<file path="src/rtl/sram_loader.sv">
// ---------------------------------------------------------------------------
// sram_loader
//
// Host-side SRAM programming engine. While a load session runs, the 8051 is
// held in reset and a byte stream arriving over a valid/ready handshake is
// written into the external 128 KB SRAM at consecutive 17-bit addresses. Each
// byte can be read back and compared; any mismatch sets a sticky error flag.
//
// Every output comes straight from a flop. The output flops are loaded from
// the *next* state, so each strobe is valid for exactly the cycles the FSM
// spends in the state that owns it, and cannot glitch.
//
// Parameters
//   WE_CYCLES     clocks sram_we_no is held low per byte (>= 1)
//
// Ports
//   clk_i, rst_i        system clock, asynchronous active-high reset
//   ld_start_i          one-cycle session start (ignored while busy)
//   ld_base_i17         first SRAM address   (latched on start)
//   ld_len_i17          byte count, 0=empty  (latched on start)
//   ld_verify_i         read-back compare    (latched on start)
//   ld_vld_i/ld_dat_i8  input byte stream, transfer on ld_vld_i & ld_rdy_o
//   ld_rdy_o            loader can take a byte
//   ld_busy_o           session in progress
//   ld_done_o           one-cycle end-of-session pulse
//   ld_err_o            sticky verify mismatch, cleared by an accepted start
//   mcu_rst_o           MCU reset request, high while a session runs
//   sram_addr_o17       SRAM address
//   sram_dat_o8         SRAM write data
//   sram_dat_oe_o       drive sram_dat_o8 onto the shared SRAM data bus
//   sram_dat_i8         SRAM read data
//   sram_we_no          SRAM write enable, active low
//   sram_oe_no          SRAM output enable, active low
// ---------------------------------------------------------------------------
module sram_loader #(
    parameter int WE_CYCLES = 2
) (
    input  logic        clk_i,
    input  logic        rst_i,

    input  logic        ld_start_i,
    input  logic [16:0] ld_base_i17,
    input  logic [16:0] ld_len_i17,
    input  logic        ld_verify_i,
    input  logic        ld_vld_i,
    input  logic [7:0]  ld_dat_i8,
    output logic        ld_rdy_o,
    output logic        ld_busy_o,
    output logic        ld_done_o,
    output logic        ld_err_o,

    output logic        mcu_rst_o,

    output logic [16:0] sram_addr_o17,
    output logic [7:0]  sram_dat_o8,
    output logic        sram_dat_oe_o,
    input  logic [7:0]  sram_dat_i8,
    output logic        sram_we_no,
    output logic        sram_oe_no
);

    // One counter times both the WRITE pulse and the two-cycle VREAD; it must
    // reach max(WE_CYCLES-1, 1).
    localparam int CNT_W = $clog2(WE_CYCLES + 2);

    typedef enum logic [3:0] {
        S_IDLE,
        S_WAIT,
        S_SETUP,
        S_WRITE,
        S_HOLD,
        S_VREAD,
        S_VCMP,
        S_NEXT,
        S_DONE
    } state_e;

    // -----------------------------------------------------------------------
    // State and datapath registers
    // -----------------------------------------------------------------------
    state_e             state_q,  state_d;
    logic [CNT_W-1:0]   cnt_q,    cnt_d;
    logic [16:0]        addr_q,   addr_d;
    logic [16:0]        rem_q,    rem_d;     // bytes still to be written
    logic [7:0]         dat_q,    dat_d;     // byte being written
    logic [7:0]         rd_q,     rd_d;      // byte read back for compare
    logic               vfy_q,    vfy_d;
    logic               err_q,    err_d;

    // Registered control outputs, loaded from the next state
    logic               rdy_q,    rdy_d;
    logic               busy_q,   busy_d;
    logic               done_q,   done_d;
    logic               mcu_rst_q, mcu_rst_d;
    logic               we_n_q,   we_n_d;
    logic               oe_n_q,   oe_n_d;
    logic               dat_oe_q, dat_oe_d;

    // -----------------------------------------------------------------------
    // Next-state and datapath logic
    // -----------------------------------------------------------------------
    always_comb begin
        // NOTE: every signal gets a default before the case so that no path
        // leaves one unassigned, which would otherwise infer a latch.
        state_d = state_q;
        cnt_d   = cnt_q;
        addr_d  = addr_q;
        rem_d   = rem_q;
        dat_d   = dat_q;
        rd_d    = rd_q;
        vfy_d   = vfy_q;
        err_d   = err_q;

        unique case (state_q)
            S_IDLE: begin
                if (ld_start_i) begin
                    addr_d  = ld_base_i17;
                    rem_d   = ld_len_i17;
                    vfy_d   = ld_verify_i;
                    err_d   = 1'b0;
                    state_d = (ld_len_i17 == 17'd0) ? S_DONE : S_WAIT;
                end
            end

            // rdy_q is high exactly while in WAIT, so a start that coincides
            // with ld_vld_i in IDLE can never take a byte.
            S_WAIT: begin
                if (ld_vld_i && rdy_q) begin
                    dat_d   = ld_dat_i8;
                    state_d = S_SETUP;
                end
            end

            S_SETUP: begin
                cnt_d   = '0;
                state_d = S_WRITE;
            end

            S_WRITE: begin
                if (cnt_q == CNT_W'(WE_CYCLES - 1)) begin
                    state_d = S_HOLD;
                end else begin
                    cnt_d = cnt_q + 1'b1;
                end
            end

            // Data stays on the bus one clock past the WE rising edge.
            S_HOLD: begin
                cnt_d   = '0;
                state_d = vfy_q ? S_VREAD : S_NEXT;
            end

            // The first VREAD cycle covers SRAM output-enable access time;
            // the bus is sampled on the edge that ends the second one.
            S_VREAD: begin
                if (cnt_q == CNT_W'(1)) begin
                    rd_d    = sram_dat_i8;
                    state_d = S_VCMP;
                end else begin
                    cnt_d = cnt_q + 1'b1;
                end
            end

            S_VCMP: begin
                if (rd_q != dat_q) begin
                    err_d = 1'b1;
                end
                state_d = S_NEXT;
            end

            // Address wraps naturally modulo 2^17.
            S_NEXT: begin
                addr_d  = addr_q + 17'd1;
                rem_d   = rem_q - 17'd1;
                state_d = (rem_q == 17'd1) ? S_DONE : S_WAIT;
            end

            S_DONE: begin
                state_d = S_IDLE;
            end

            default: begin
                state_d = S_IDLE;
            end
        endcase
    end

    // -----------------------------------------------------------------------
    // Output decode from the next state, so each registered strobe lines up
    // with the cycle the FSM spends in its state. Only WRITE lowers WE and
    // only VREAD lowers OE, so the two can never overlap, and the data
    // driver is off throughout VREAD.
    // -----------------------------------------------------------------------
    always_comb begin
        rdy_d     = (state_d == S_WAIT);
        busy_d    = (state_d != S_IDLE);
        mcu_rst_d = (state_d != S_IDLE);
        done_d    = (state_d == S_DONE);
        we_n_d    = (state_d != S_WRITE);
        oe_n_d    = (state_d != S_VREAD);
        dat_oe_d  = (state_d == S_SETUP) || (state_d == S_WRITE) ||
                    (state_d == S_HOLD);
    end

    // -----------------------------------------------------------------------
    // Registers. Reset puts the SRAM strobes inactive and releases the data
    // bus immediately, abandoning any session in flight; the MCU stays in
    // reset until the first clock after rst_i falls.
    // -----------------------------------------------------------------------
    always_ff @(posedge clk_i or posedge rst_i) begin
        if (rst_i) begin
            state_q   <= S_IDLE;
            cnt_q     <= '0;
            addr_q    <= '0;
            rem_q     <= '0;
            dat_q     <= '0;
            rd_q      <= '0;
            vfy_q     <= 1'b0;
            err_q     <= 1'b0;
            rdy_q     <= 1'b0;
            busy_q    <= 1'b0;
            done_q    <= 1'b0;
            mcu_rst_q <= 1'b1;
            we_n_q    <= 1'b1;
            oe_n_q    <= 1'b1;
            dat_oe_q  <= 1'b0;
        end else begin
            // NOTE: non-blocking assignments so every flop samples the values
            // from before this edge, independent of statement order.
            state_q   <= state_d;
            cnt_q     <= cnt_d;
            addr_q    <= addr_d;
            rem_q     <= rem_d;
            dat_q     <= dat_d;
            rd_q      <= rd_d;
            vfy_q     <= vfy_d;
            err_q     <= err_d;
            rdy_q     <= rdy_d;
            busy_q    <= busy_d;
            done_q    <= done_d;
            mcu_rst_q <= mcu_rst_d;
            we_n_q    <= we_n_d;
            oe_n_q    <= oe_n_d;
            dat_oe_q  <= dat_oe_d;
        end
    end

    // -----------------------------------------------------------------------
    // Outputs
    // -----------------------------------------------------------------------
    assign ld_rdy_o      = rdy_q;
    assign ld_busy_o     = busy_q;
    assign ld_done_o     = done_q;
    assign ld_err_o      = err_q;
    assign mcu_rst_o     = mcu_rst_q;
    assign sram_addr_o17 = addr_q;
    assign sram_dat_o8   = dat_q;
    assign sram_dat_oe_o = dat_oe_q;
    assign sram_we_no    = we_n_q;
    assign sram_oe_no    = oe_n_q;

    // -----------------------------------------------------------------------
    // Bus-safety properties
    // -----------------------------------------------------------------------
    a_strobes_exclusive: assert property (
        @(posedge clk_i) disable iff (rst_i) !(!sram_we_no && !sram_oe_no));

    a_no_drive_on_read: assert property (
        @(posedge clk_i) disable iff (rst_i) !(!sram_oe_no && sram_dat_oe_o));

    a_done_while_busy: assert property (
        @(posedge clk_i) disable iff (rst_i) ld_done_o |-> ld_busy_o);

endmodule

</file>
<file path="config.mk">
export PLATFORM = sky130hd
export DESIGN_NAME = sram_loader
export DESIGN_NICKNAME = d
export VERILOG_FILES = /design/src/rtl/sram_loader.sv
export SDC_FILE = /design/constraint.sdc
export NUM_CORES = 1
export LEC_CHECK = 0
export BUFFER_PORTS_ARGS = -buffer_cell sky130_fd_sc_hd__buf_2
export CAP_MARGIN = 10
export CORE_MARGIN = 8
export CORE_UTILIZATION = 57
export CTS_CLUSTER_SIZE = 10
export DETAILED_ROUTE_END_ITERATION = 8
export PLACE_DENSITY_LB_ADDON = 0.08
export SLEW_MARGIN = 25
export SYNTH_ARGS = -nofsm -noshare
export SYNTH_HDL_FRONTEND = slang
export SYNTH_SLANG_ARGS = --single-unit
</file>
<file path="constraint.sdc">
create_clock -name clk_i -period 3.2 [get_ports clk_i]
set_input_delay 0.64 -clock clk_i [delete_from_list [all_inputs] [get_ports clk_i]]
set_output_delay 0.64 -clock clk_i [all_outputs]
set_load 0.01 [all_outputs]
</file>
==> flow_summary.ini <==
[floorplanning]
die-area_mm2 = 0.00858
die_width_um = 92.6
num_io_pins = 88
core_mm2 = 0.00578
die_height_um = 92.6
fp-row-count = 28
initial_core_util_pct = 57.9

[setup_path]
path_buf_inv = 1
max_stage_delay_ns = 0.59
crit_slowest_cell = nor4_1
rr_worst_depth = 6
worstPathMaxFanout = 13
critPathArrivalTime_ns = 2.53
path_cells = nor4_1 > nand2_1 > buf_4 > and3_1 > a21oi_1 > o21ai_0
cp-start-kind = flip-flop
critPathTopFamily = simple AND/OR/NAND/NOR gates
regToRegSetupSlack_ns = 0.87
endpoint_kind = flip-flop
criticalPathCategory = flip-flop to flip-flop
r2r_end = rem_q[2]
cp.required_ns = 3.40
r2r_start = state_q[0]

[synth]
synthFlopType = dfrtp_1
synth_nets = 393
synth_cells = 334
synth_cell_types = 59
yosys.area.top_type_share_pct = 46.4
synth-edff-count = 0
synth_top_area_cell = dfrtp_1
yosys-top-cells-area = dfrtp_1, mux2_2, nand2_1
ys_ff_latch = 65
seq_area_frac_synth_pct = 48.7
yosysWarnings = 0
synthArstFlopShare_pct = 100
syn_area_mm2 = 0.00335
syn-mean-instance-area_um2 = 10.0

[detailed_routing]
drt-total-wl_um = 8600
ant_nets = 0
vias = 2972
viasPerCell = 5.89
dr.first_iter.drc_count = 162
post-route-drc-count = 0
drt-wirelength-per-cell_um = 17.0
firstDrtPassIters = 4

[power]
leakage_uw = 0.00182
powerDensity_mw_per_mm2 = 959
peakVddDrop_mv = 0.496

[clock_network]
cts_max_path_buffers = 2
cts_root_buffer = clkbuf_8
htreeDepth = 3
cts_tree = yes
clock-sinks = 65
insertion_delay_ns = 0.34
path_clk_slew_ns = 0.07
post_cts_buffers = 0
numCtsBuffers = 9
hold_buffers = 0
ctsResizeCount = 0

[finish]
drive_gt1_share_pct = 31.9
fillers = 486
syn2layout_area_growth_pct = 21.5
n_antenna_cell = 0
fin_util_pct = 70.4
ff_latch_area_mm2 = 0.00163
nNetsFinal = 484
multi_input_area_mm2 = 0.00160

[timing]
setup-tns-final_ns = 0
final-hold-violation-count = 0
layout_min_cycle_time_ns = 2.33
worst_pin_slew_ns = 0.834
drv_slew = 0
setup_violations = 0
clock_skew_ns = 0.00938
slew-limit-headroom_pct = 44.3
final.period_utilization_pct = 72.9
fmax_mhz = 429
rsz0062_at_grt = false

[run_status]
status = finished clean

[global_routing]
gr-usage-all-layers_pct = 20.9
grt_max_degree = 41
grt_pass1_wl_um = 14500
first_global_vias = 3025
grt_overflow = 0
antenna_found_initial = 1

[worst_hold_path]
hp-class = primary input to async pin

[placement]
gp_congestion = 0.788
portBuffers = 87
dp_hpwl_um = 6430

[flow_run]
drv_cap = 0
==> report_power, final <==
part	leakage (uW)	switching, uW	internal [uW]	total, uW
Sequential	0.000784	418	1210	1630
Clock	0.000108	306	460	766
Combinational	0.000925	789	714	1500
Total	0.00182	1510	2390	3900
==> sequential cells by signal (all words and copies together), names as in the netlist <==
register,cells
rd_q,8
sram_we_no,1
ld_done_o,1
ld_rdy_o,1
cnt_q,2
ld_err_o,1
sram_dat_o8,8
rem_q,17
ld_busy_o,1
sram_addr_o17,17
vfy_q,1
sram_dat_oe_o,1
sram_oe_no,1
state_q,4
mcu_rst_o,1
==> layer usage <==
layer	vias to the layer above	GRT usage [%]	part of all wire, %
met2	96	34.3	49
met3	14	5.42	6.9
met1	1426	26.1	43
met4	2	7.25	1.5
li1	1434	-	-
met5	-	0	0.093
==> synth_stat cells (3+ instances only) <==
cell and instances:
nand4_1 9, o211ai_1 10, o311ai_0 4, mux2_2 16, nand3_1 14, xnor2_1 9
a311oi_1 3, ha_1 4, buf_4 3, dfrtp_1 62, o21ai_0 12, o22ai_1 4
buf_2 3, nor3_2 3, a211oi_1 6, clkbuf_1 6, o21a_1 3, and4b_1 3
a21oi_1 11, nor4_1 7, nor2_1 24, nand2_1 43, nor3_1 6, or3_1 4
dfstp_2 3, inv_1 12, a31oi_1 4, a22oi_1 3
==> how the worst max path moves through the flow <==
| stage | from | to | slack [ns] | cells after the start |
|---|---|---|---|---|
| finish | state_q[0] | rem_q[2] | 0.87 | 6 |
| global route | state_q[0] | rem_q[2] | 0.63 | 6 |
| CTS | state_q[0] | rem_q[2] | 0.87 | 6 |
| detailed placement | ld_len_i17[15] | sram_oe_no | 0.82 | 6 |
| global placement | ld_len_i17[15] | sram_oe_no | 0.84 | 6 |
| floorplan | rst_i | cnt_q[0] | 0.94 | 1 |
==> metrics by stage <==
stage / total power [uW] / worst slack (ns) / hold slack, ns / instance area, um^2 / cells
floorplan: 2630 / 0.939 / 0.446 / 3350 / 334
global placement: 3070 / 0.841 / 0.465 / 3850 / 489
detailed placement: 3150 / 0.824 / 0.471 / 3850 / 489
CTS: 3920 / 0.869 / 0.486 / 4070 / 505
global route: 4200 / 0.628 / 0.509 / 4070 / 505
finish: 3900 / 0.869 / 0.465 / 4070 / 505
==> layout by cell type, fill, tap and decap left out, drive strengths merged, types with 10 or more instances in the layout <==
cell    instances
o21ai          12
nand2          43
inv            12
nor2           24
clkbuf         13
mux2           16
dfrtp          62
buf            94
o211ai         10
a21oi          11
nand3          15
==> cell families (layout without fill, tap and decap cells) <==
group	count (synthesis)	count (layout)	share of synthesized area [%]
muxes	18	18	5.98
DFF	65	65	48.7
buffers and inverters	26	122	3.59
xor gates and xnor gates	9	9	2.36
adders and majority gates	4	4	1.50
AOI/OAI and AO/OA	78	78	16.4
and+or+nand+nor	134	134	21.4
==> area by class of cell <==
cell class,count,area share (%)
Clock buffer,13,3.66
Clock inverter,3,1.60
Inverter,12,1.11
Multi-Input combinational cell,243,39.2
Sequential cell,65,40.1
Tap cell,75,2.31
Timing Repair Buffer,94,12.0
Power figures use the tool's default switching activity.
